`src/rtl/cp0_pkg.sv`:
```
//------------------------------------------------------------------------------
// Module   : cp0_pkg
// Purpose  : Shared definitions for the CP0 coprocessor: register numbers,
//            exception codes, SR/Cause field positions and the EPC capture
//            helper.
// Ports    : none (package)
// Revision : 1.0 - initial release
//------------------------------------------------------------------------------
`default_nettype none

package cp0_pkg;

  // CP0 register numbers as seen by mfc0/mtc0
  localparam logic [4:0] REG_COUNT   = 5'd9;
  localparam logic [4:0] REG_COMPARE = 5'd11;
  localparam logic [4:0] REG_SR      = 5'd12;
  localparam logic [4:0] REG_CAUSE   = 5'd13;
  localparam logic [4:0] REG_EPC     = 5'd14;
  localparam logic [4:0] REG_PRID    = 5'd15;

  // Exception codes carried in Cause.ExcCode
  typedef enum logic [4:0] {
    EXC_INT  = 5'd0,
    EXC_ADEL = 5'd4,
    EXC_ADES = 5'd5,
    EXC_RI   = 5'd10,
    EXC_OV   = 5'd12
  } exc_code_e;

  // SR / Cause field positions
  localparam int SR_IE_BIT     = 0;
  localparam int SR_EXL_BIT    = 1;
  localparam int SR_IM_LO      = 10;
  localparam int CAUSE_EXC_LO  = 2;
  localparam int CAUSE_IP_LO   = 10;
  localparam int CAUSE_BD_BIT  = 31;

  // Return address for a faulting instruction: a delay-slot instruction
  // restarts at its branch, one word earlier (wraps naturally at 0).
  function automatic logic [29:0] epc_capture(input logic [29:0] pc,
                                              input logic        bd);
    return bd ? (pc - 30'd1) : pc;
  endfunction

endpackage

`default_nettype wire

```
`src/rtl/cp0_timer.sv`:
```
//------------------------------------------------------------------------------
// Module   : cp0_timer
// Purpose  : Count/Compare timer. Count increments every clock, Compare is
//            software-loaded; a match raises a sticky pending flag that is
//            cleared by writing Compare.
// Ports    : clk, reset (async active-low), we_count, we_compare, din[31:0],
//            count[31:0], compare[31:0], timer_pend
// Revision : 1.0 - initial release
//------------------------------------------------------------------------------
`default_nettype none

module cp0_timer (
  input  logic        clk,
  input  logic        reset,
  input  logic        we_count,
  input  logic        we_compare,
  input  logic [31:0] din,
  output logic [31:0] count,
  output logic [31:0] compare,
  output logic        timer_pend
);

  logic [31:0] count_q, count_d;
  logic [31:0] compare_q, compare_d;
  logic        pend_q, pend_d;

  always_comb begin
    count_d   = we_count ? din : (count_q + 32'd1);
    compare_d = we_compare ? din : compare_q;
    // Writing Compare acknowledges the timer interrupt.
    pend_d    = we_compare ? 1'b0 : (pend_q | (count_q == compare_q));
  end

  always_ff @(posedge clk or negedge reset) begin
    if (!reset) begin
      count_q   <= 32'd0;
      compare_q <= 32'hFFFF_FFFF;
      pend_q    <= 1'b0;
    end else begin
      count_q   <= count_d;
      compare_q <= compare_d;
      pend_q    <= pend_d;
    end
  end

  assign count      = count_q;
  assign compare    = compare_q;
  assign timer_pend = pend_q;

endmodule

`default_nettype wire

```
`src/rtl/cp0.sv`:
```
//------------------------------------------------------------------------------
// Module   : cp0
// Purpose  : Coprocessor 0 for the P7 pipeline. Holds SR/Cause/EPC/PRId,
//            merges hardware interrupts with the M-stage exception code and
//            raises IntReq to flush and redirect. Serves mfc0/mtc0 and eret.
// Ports    : clk, reset (async active-low), A1 (mfc0 reg), A2 (mtc0 reg),
//            DIn, WE, PC[31:2], BD, ExcCode_in, HWInt[7:2], EXLClr,
//            IntReq, EPC[31:2], DOut
// Config   : CP0_TIMER_EN - adds Count(9)/Compare(11) timer on IP[15]
// Revision : 1.0 - initial release
//------------------------------------------------------------------------------
`default_nettype none

module cp0
  import cp0_pkg::*;
#(
  parameter logic [31:0] PRID     = 32'h2019_0001,
  parameter int          HW_INT_W = 6
) (
  input  logic                clk,
  input  logic                reset,
  input  logic [4:0]          A1,
  input  logic [4:0]          A2,
  input  logic [31:0]         DIn,
  input  logic                WE,
  input  logic [29:0]         PC,
  input  logic                BD,
  input  logic [4:0]          ExcCode_in,
  input  logic [HW_INT_W-1:0] HWInt,
  input  logic                EXLClr,
  output logic                IntReq,
  output logic [29:0]         EPC,
  output logic [31:0]         DOut
);

  logic [HW_INT_W-1:0] im_q, im_d;
  logic                exl_q, exl_d;
  logic                ie_q, ie_d;
  logic                bd_q, bd_d;
  logic [HW_INT_W-1:0] ip_q, ip_d;
  logic [4:0]          exc_q, exc_d;
  logic [29:0]         epc_q, epc_d;

  logic [HW_INT_W-1:0] hw_eff;
  logic                int_pend;
  logic                exc_pend;
  logic                take;
  logic                mtc0_ok;
  logic [31:0]         sr_val;
  logic [31:0]         cause_val;

  // mtc0 only lands when no interrupt/exception is being taken this cycle.
  assign mtc0_ok = WE & ~take;

`ifdef CP0_TIMER_EN
  logic [31:0] count_val;
  logic [31:0] compare_val;
  logic        timer_pend;

  cp0_timer u_timer (
    .clk        (clk),
    .reset      (reset),
    .we_count   (mtc0_ok & (A2 == REG_COUNT)),
    .we_compare (mtc0_ok & (A2 == REG_COMPARE)),
    .din        (DIn),
    .count      (count_val),
    .compare    (compare_val),
    .timer_pend (timer_pend)
  );

  // Timer shares the top interrupt line (IP[15]) with HWInt[7].
  assign hw_eff = HWInt | {timer_pend, {(HW_INT_W-1){1'b0}}};
`else
  assign hw_eff = HWInt;
`endif

  assign int_pend = (|(hw_eff & im_q)) & ie_q & ~exl_q;
  assign exc_pend = (ExcCode_in != 5'd0) & ~exl_q;
  assign take     = int_pend | exc_pend;
  assign IntReq   = reset & take;

  always_comb begin
    im_d  = im_q;
    exl_d = exl_q;
    ie_d  = ie_q;
    bd_d  = bd_q;
    ip_d  = hw_eff;
    exc_d = exc_q;
    epc_d = epc_q;
    if (take) begin
      // Interrupts win over a simultaneous exception.
      exl_d = 1'b1;
      exc_d = int_pend ? EXC_INT : ExcCode_in;
      bd_d  = BD;
      epc_d = epc_capture(PC, BD);
    end else begin
      if (WE && (A2 == REG_SR)) begin
        im_d  = DIn[SR_IM_LO +: HW_INT_W];
        exl_d = DIn[SR_EXL_BIT];
        ie_d  = DIn[SR_IE_BIT];
      end
      if (WE && (A2 == REG_EPC)) begin
        epc_d = DIn[31:2];
      end
      // eret beats a same-cycle SR write, but only for the EXL bit.
      if (EXLClr) begin
        exl_d = 1'b0;
      end
    end
  end

  always_ff @(posedge clk or negedge reset) begin
    if (!reset) begin
      im_q  <= '0;
      exl_q <= 1'b0;
      ie_q  <= 1'b0;
      bd_q  <= 1'b0;
      ip_q  <= '0;
      exc_q <= 5'd0;
      epc_q <= 30'd0;
    end else begin
      im_q  <= im_d;
      exl_q <= exl_d;
      ie_q  <= ie_d;
      bd_q  <= bd_d;
      ip_q  <= ip_d;
      exc_q <= exc_d;
      epc_q <= epc_d;
    end
  end

  assign sr_val    = {16'b0, im_q, 8'b0, exl_q, ie_q};
  assign cause_val = {bd_q, 15'b0, ip_q, 3'b0, exc_q, 2'b0};
  assign EPC       = epc_q;

  always_comb begin
    DOut = 32'd0;
    case (A1)
      REG_SR:      DOut = sr_val;
      REG_CAUSE:   DOut = cause_val;
      REG_EPC:     DOut = {epc_q, 2'b00};
      REG_PRID:    DOut = PRID;
`ifdef CP0_TIMER_EN
      REG_COUNT:   DOut = count_val;
      REG_COMPARE: DOut = compare_val;
`endif
      default:     DOut = 32'd0;
    endcase
  end

endmodule

`default_nettype wire

```
`config.mk`:
```
export PLATFORM = sky130hd
export DESIGN_NAME = cp0
export DESIGN_NICKNAME = d
export VERILOG_FILES = /design/src/rtl/cp0_pkg.sv /design/src/rtl/cp0_timer.sv /design/src/rtl/cp0.sv
export SDC_FILE = /design/constraint.sdc
export NUM_CORES = 1
export LEC_CHECK = 0
export CAP_MARGIN = 20
export CORE_UTILIZATION = 47
export CTS_BUF_LIST = sky130_fd_sc_hd__clkbuf_2
export DETAILED_ROUTE_END_ITERATION = 10
export MAX_ROUTING_LAYER = met4
export PLACE_DENSITY = 0.95
export SKIP_LAST_GASP = 1
export SLEW_MARGIN = 20
export SYNTH_ARGS = -nofsm -noshare
export SYNTH_HDL_FRONTEND = slang
export SYNTH_SLANG_ARGS = --single-unit
```
`constraint.sdc`:
```
create_clock -name clk -period 3.35 [get_ports clk]
set_clock_uncertainty 0.2 [all_clocks]
set_input_delay 0.8375 -clock clk [delete_from_list [all_inputs] [get_ports clk]]
set_output_delay 0.8375 -clock clk [all_outputs]
set_load 0.02 [all_outputs]
```
# Word-level counts from Yosys, hierarchy flattened

Index checks and enable logic that the tools add are counted.

Bits of input ports: 88
RAM bits: 0
ROM bits: 0
Latch bits: 0
Output and inout port bits: 63
Memories: 0
Logic and storage cells: 37
Register bits: 50

Equal/unequal tests: 6
Div/mod/pow operators: 0
Bitwise logic cells: 8
Order comparisons: 0
Add/sub/neg operators: 1
Reductions and logical operators: 7
Multipliers: 0
Muxes and demuxes: 8
Shift-type cells: 0

Operators by type and width:

| kind                                                                  | number |
|---|---|
| 32-bit one-hot mux with 4 select lines                                | 1 |
| 30-bit 2-to-1 mux                                                     | 3 |
| 5-bit by 4-bit equality test with 1-bit output, second input constant | 6 |
| 30-bit by 1-bit subtractor with 30-bit output, second input constant  | 1 |
| 6-bit AND                                                             | 1 |
| 6-bit OR reduction                                                    | 1 |
| 5-bit 2-to-1 mux                                                      | 1 |
| 5-bit nonzero test                                                    | 1 |
| 1-bit AND                                                             | 4 |
| 1-bit 2-to-1 mux                                                      | 3 |
| 3-bit nonzero test                                                    | 1 |
| 1-bit logical AND                                                     | 2 |
| 1-bit inverter                                                        | 2 |
| 2-bit AND reduction                                                   | 1 |
| 2-bit nonzero test                                                    | 1 |
| 1-bit OR                                                              | 1 |

# Longest topological paths before layout

Word-level depth: 7
Mapped depth: 6
Depth with buffers taken out: 6

# Worst setup path after synthesis

Ideal clock, no wire load.

Kind: input -> output
Start: input port A1[1]
End: output port DOut[2]
Path buffers: 2
Slack: 354 ps
Data required time: 2312 ps
Stages on the path: 5
Data arrival time: 1958 ps
Cell sequence: clkbuf_1 -> nor2b_1 -> clkbuf_1 -> a22oi_1 -> nor2_1

Longest elaborated chain between the ends: 2

Ends and longest elaborated chain:

| item                                           | line       | source |
|---|---|---|
| start, declared                                | cp0.sv:22  | `input logic [4:0] A1,` |
| 5-bit by 4-bit equality test with 1-bit output | cp0.sv:138 | `case (A1)` |
| 32-bit one-hot mux with 4 select lines (*)     | cp0.sv:138 |  |
| end, declared                                  | cp0.sv:33  | `output logic [31:0] DOut` |

Mark *: on every way between the ends. The rest lies on a longest branch, timed or not.

# Worst setup path in the final report

Start: input port A1[0]
End: output port DOut[13]

Same word-level chain as after synthesis.

==> metrics.txt <==
Yosys top cell area share 35.91%; Initial DRC Count 189; die area 7762 µm²; Leakage 2.171 nW; Max-Cap Viols 0; CP arrival 2.37 ns; CTS tree done; setup_tns -0.2561 ns; post-synthesis area per instance 8.867 µm²; Layout area overhead 50.13%; met3 GRT Util 5.372%; gp weighted congestion 0.9455; Critical Path Sink Type output port; Layout Cells excl Fill 647; Buffers on Ports 150; syn nets 482; DP Cell Count 637; crit path time final 3.407 ns; die height 88.11 µm; Final Hold Viols 0; Max Slew Vio Count 0; row cnt 31; pwr/cell area 564.1 nW/µm²; Worst Setup Start Kind input pin; power share of the clock group 8.9%; Final setup viols 8; Synth area leaders dfrtp_1, mux2i_1, a31oi_1, and4_1, nor2_1; commonest non-fill, non-tap cells in the layout clkdlybuf4s50_1, dfrtp_1, a31oi_1, nor2_1, mux2i_1; Syn Inst Count 393; RSZ-0062 raised after global routing true; initial antenna violation count 0; Seq pwr share 36.7%; first-pass GRT wire length 18270 µm; Int Pwr 1.684 mW; fmax 0.2935 GHz; Hold Crit Class input pin to asynchronous set/reset pin; final instance area 5231 µm²; Vias/cell 5.985; GRT met1 Usage 36.04%; failing checks setup timing; total number of vias 3872; htree depth 2; final net count 636; setup ws final -0.05673 ns; register area share after synthesis 35.91%; WL final 11900 µm; status complete, but fails checks; Sink Count 50; Root Buffer clkbuf_2; Required @ worst endpoint 2.31 ns; largest net degree at the start of global routing 51; synthesized flop and latch total 50; maximum fanout along the worst path 12; Synth area leader dfrtp_1; met2 Use GR 55.11%; core footprint 7214 µm²; YS warnings 0; Synth cell types 41; clk slew on worst S/H paths 0.29 ns; cts bufs inserted 5; Worst slew margin 56.08%; Max VDD drop 250.7 µV; fin util 72.51%; worst skew pair latency 0.46 ns; # diodes 0; combinational share of power 54.3%; number of routed nets with antenna violations 0; switching pwr 1.267 mW; Setup Crit Path Kind input pin to output port; period utilisation layout 101.7%; dpl cell area 5199 µm²; GRT Resource Usage Total 31.28%; most common cell after layout, fill and taps aside clkdlybuf4s50_1; GR peak layer met2; Final HPWL DP 8876 µm; Mapped Area 3485 µm²; Die X 88.11 µm; Longest Clk Path Bufs 2; detailed-route wire length per cell 18.39 µm; Initial DRT Pass Iterations 5; layout cells sized above 1 17.88%; GR Overflow Total 0; Setup WS pre-CTS -0.4499 ns; Sw Share 42.93%; number of global-route vias before repair 3800; Starting Density 48.30%; fillcell total 541; Top Ports 151; # DRC 0; worst-margin pin slew 0.6588 ns
[critical path: stages]
cell             delay [ns]
clkdlybuf4s50_1        0.57
nor2b_1                0.26
buf_6                  0.19
a21oi_2                0.07
nor2_1                 0.10
dlygate4sd2_1          0.34
[synthesized netlist by cell type (all sizes together)]
library cell,n
mux2i,31
a311oi,1
nor4,20
buf,2
inv,23
a21o,5
o41ai,4
nor2b,3
nand4,4
nor4b,2
a31oi,37
or3,12
and4b,1
nor2,37
dfrtp,50
or4,11
and3,2
a22oi,9
xor2,8
nand2,7
or4b,4
a21oi,8
ha,1
clkbuf,30
and4,18
or2,5
nor3,4
nand3b,4
o31ai,10
and2,15
nand3,2
xnor2,3
o21ai,6
mux2,8
nor3b,6
[area by class of cell]
| type | count | area [µm²] | area share [%] |
|---|---|---|---|
| Clock buffer | 5 | 25.02 | 0.4784 |
| Timing Repair Buffer | 179 | 1650 | 31.55 |
| Tap cell | 99 | 123.9 | 2.368 |
| Inverter | 23 | 86.33 | 1.650 |
| Clock inverter | 3 | 21.27 | 0.4066 |
| Multi-Input combinational cell | 288 | 2073 | 39.63 |
| Sequential cell | 50 | 1251 | 23.92 |
[kinds of logic (layout without fill, tap and decap cells)]
| family | count (synthesis) | in the layout | share of synthesized area (%) |
|---|---|---|---|
| fa+ha+maj | 1 | 1 | 0.3590 |
| mux | 39 | 39 | 11.49 |
| simple gates | 157 | 157 | 28.44 |
| buf+inv | 55 | 210 | 5.960 |
| compound gates | 80 | 80 | 15.08 |
| flops | 50 | 50 | 35.91 |
| xor+xnor | 11 | 11 | 2.765 |
[stage by stage]
stage	power, mW	hold WS, ns
after floorplan	1.892	0.2506
after global placement	2.606	0.2608
after detailed placement	2.681	0.2679
after CTS	2.929	0.3039
after global routing	3.126	0.3054
final	2.951	0.2801
[worst paths after layout]
| kind | from | endpoint | slack (ns) | cells after the start |
|---|---|---|---|---|
| worst max-delay path | A1[0] | DOut[13] | -0.06 | 6 |
| worst min register to register | exc_q[3] | exc_q[3] | 0.32 | 1 |
| worst min-delay path | reset | ip_q[4] | 0.28 | 2 |
| max in group asynchronous | reset | EPC[29] | 2.20 | 2 |
| worst max register to register | im_q[0] | im_q[0] | 1.19 | 6 |
| min in group clk | exc_q[3] | exc_q[3] | 0.32 | 1 |
[flip-flops by register name (all words and copies together) (netlist names)]
| signal | count |
|---|---|
| EPC | 30 |
| ip_q | 6 |
| ie_q | 1 |
| bd_q | 1 |
| im_q | 6 |
| exc_q | 5 |
| exl_q | 1 |
[power groups by stage]
stage          Combinational [mW]  Sequential, mW  Clock, mW
2_1_floorplan               0.655            1.24          0
3_3_place_gp                 1.54            1.07          0
3_5_place_dp                 1.60            1.09          0
4_1_cts                      1.59            1.07      0.265
5_1_grt                      1.72            1.12      0.289
6_report                     1.60            1.08      0.263
[layer usage]
layer | vias to the layer above | wire, µm
li1 | 1782 | -
met2 | 238 | 6171
met1 | 1836 | 4579
met3 | 16 | 982
met5 | - | 0
met4 | 0 | 166
[what timing repair did]
item                       in CTS  in global routing
setup endpoints to repair      33                 31
hold buffers                    0                  0
resized for setup              68                 32
buffers inserted                0                  2
pin swaps                       0                  1
hold endpoints to repair        0                  0
(Power assumes the default switching activity.)
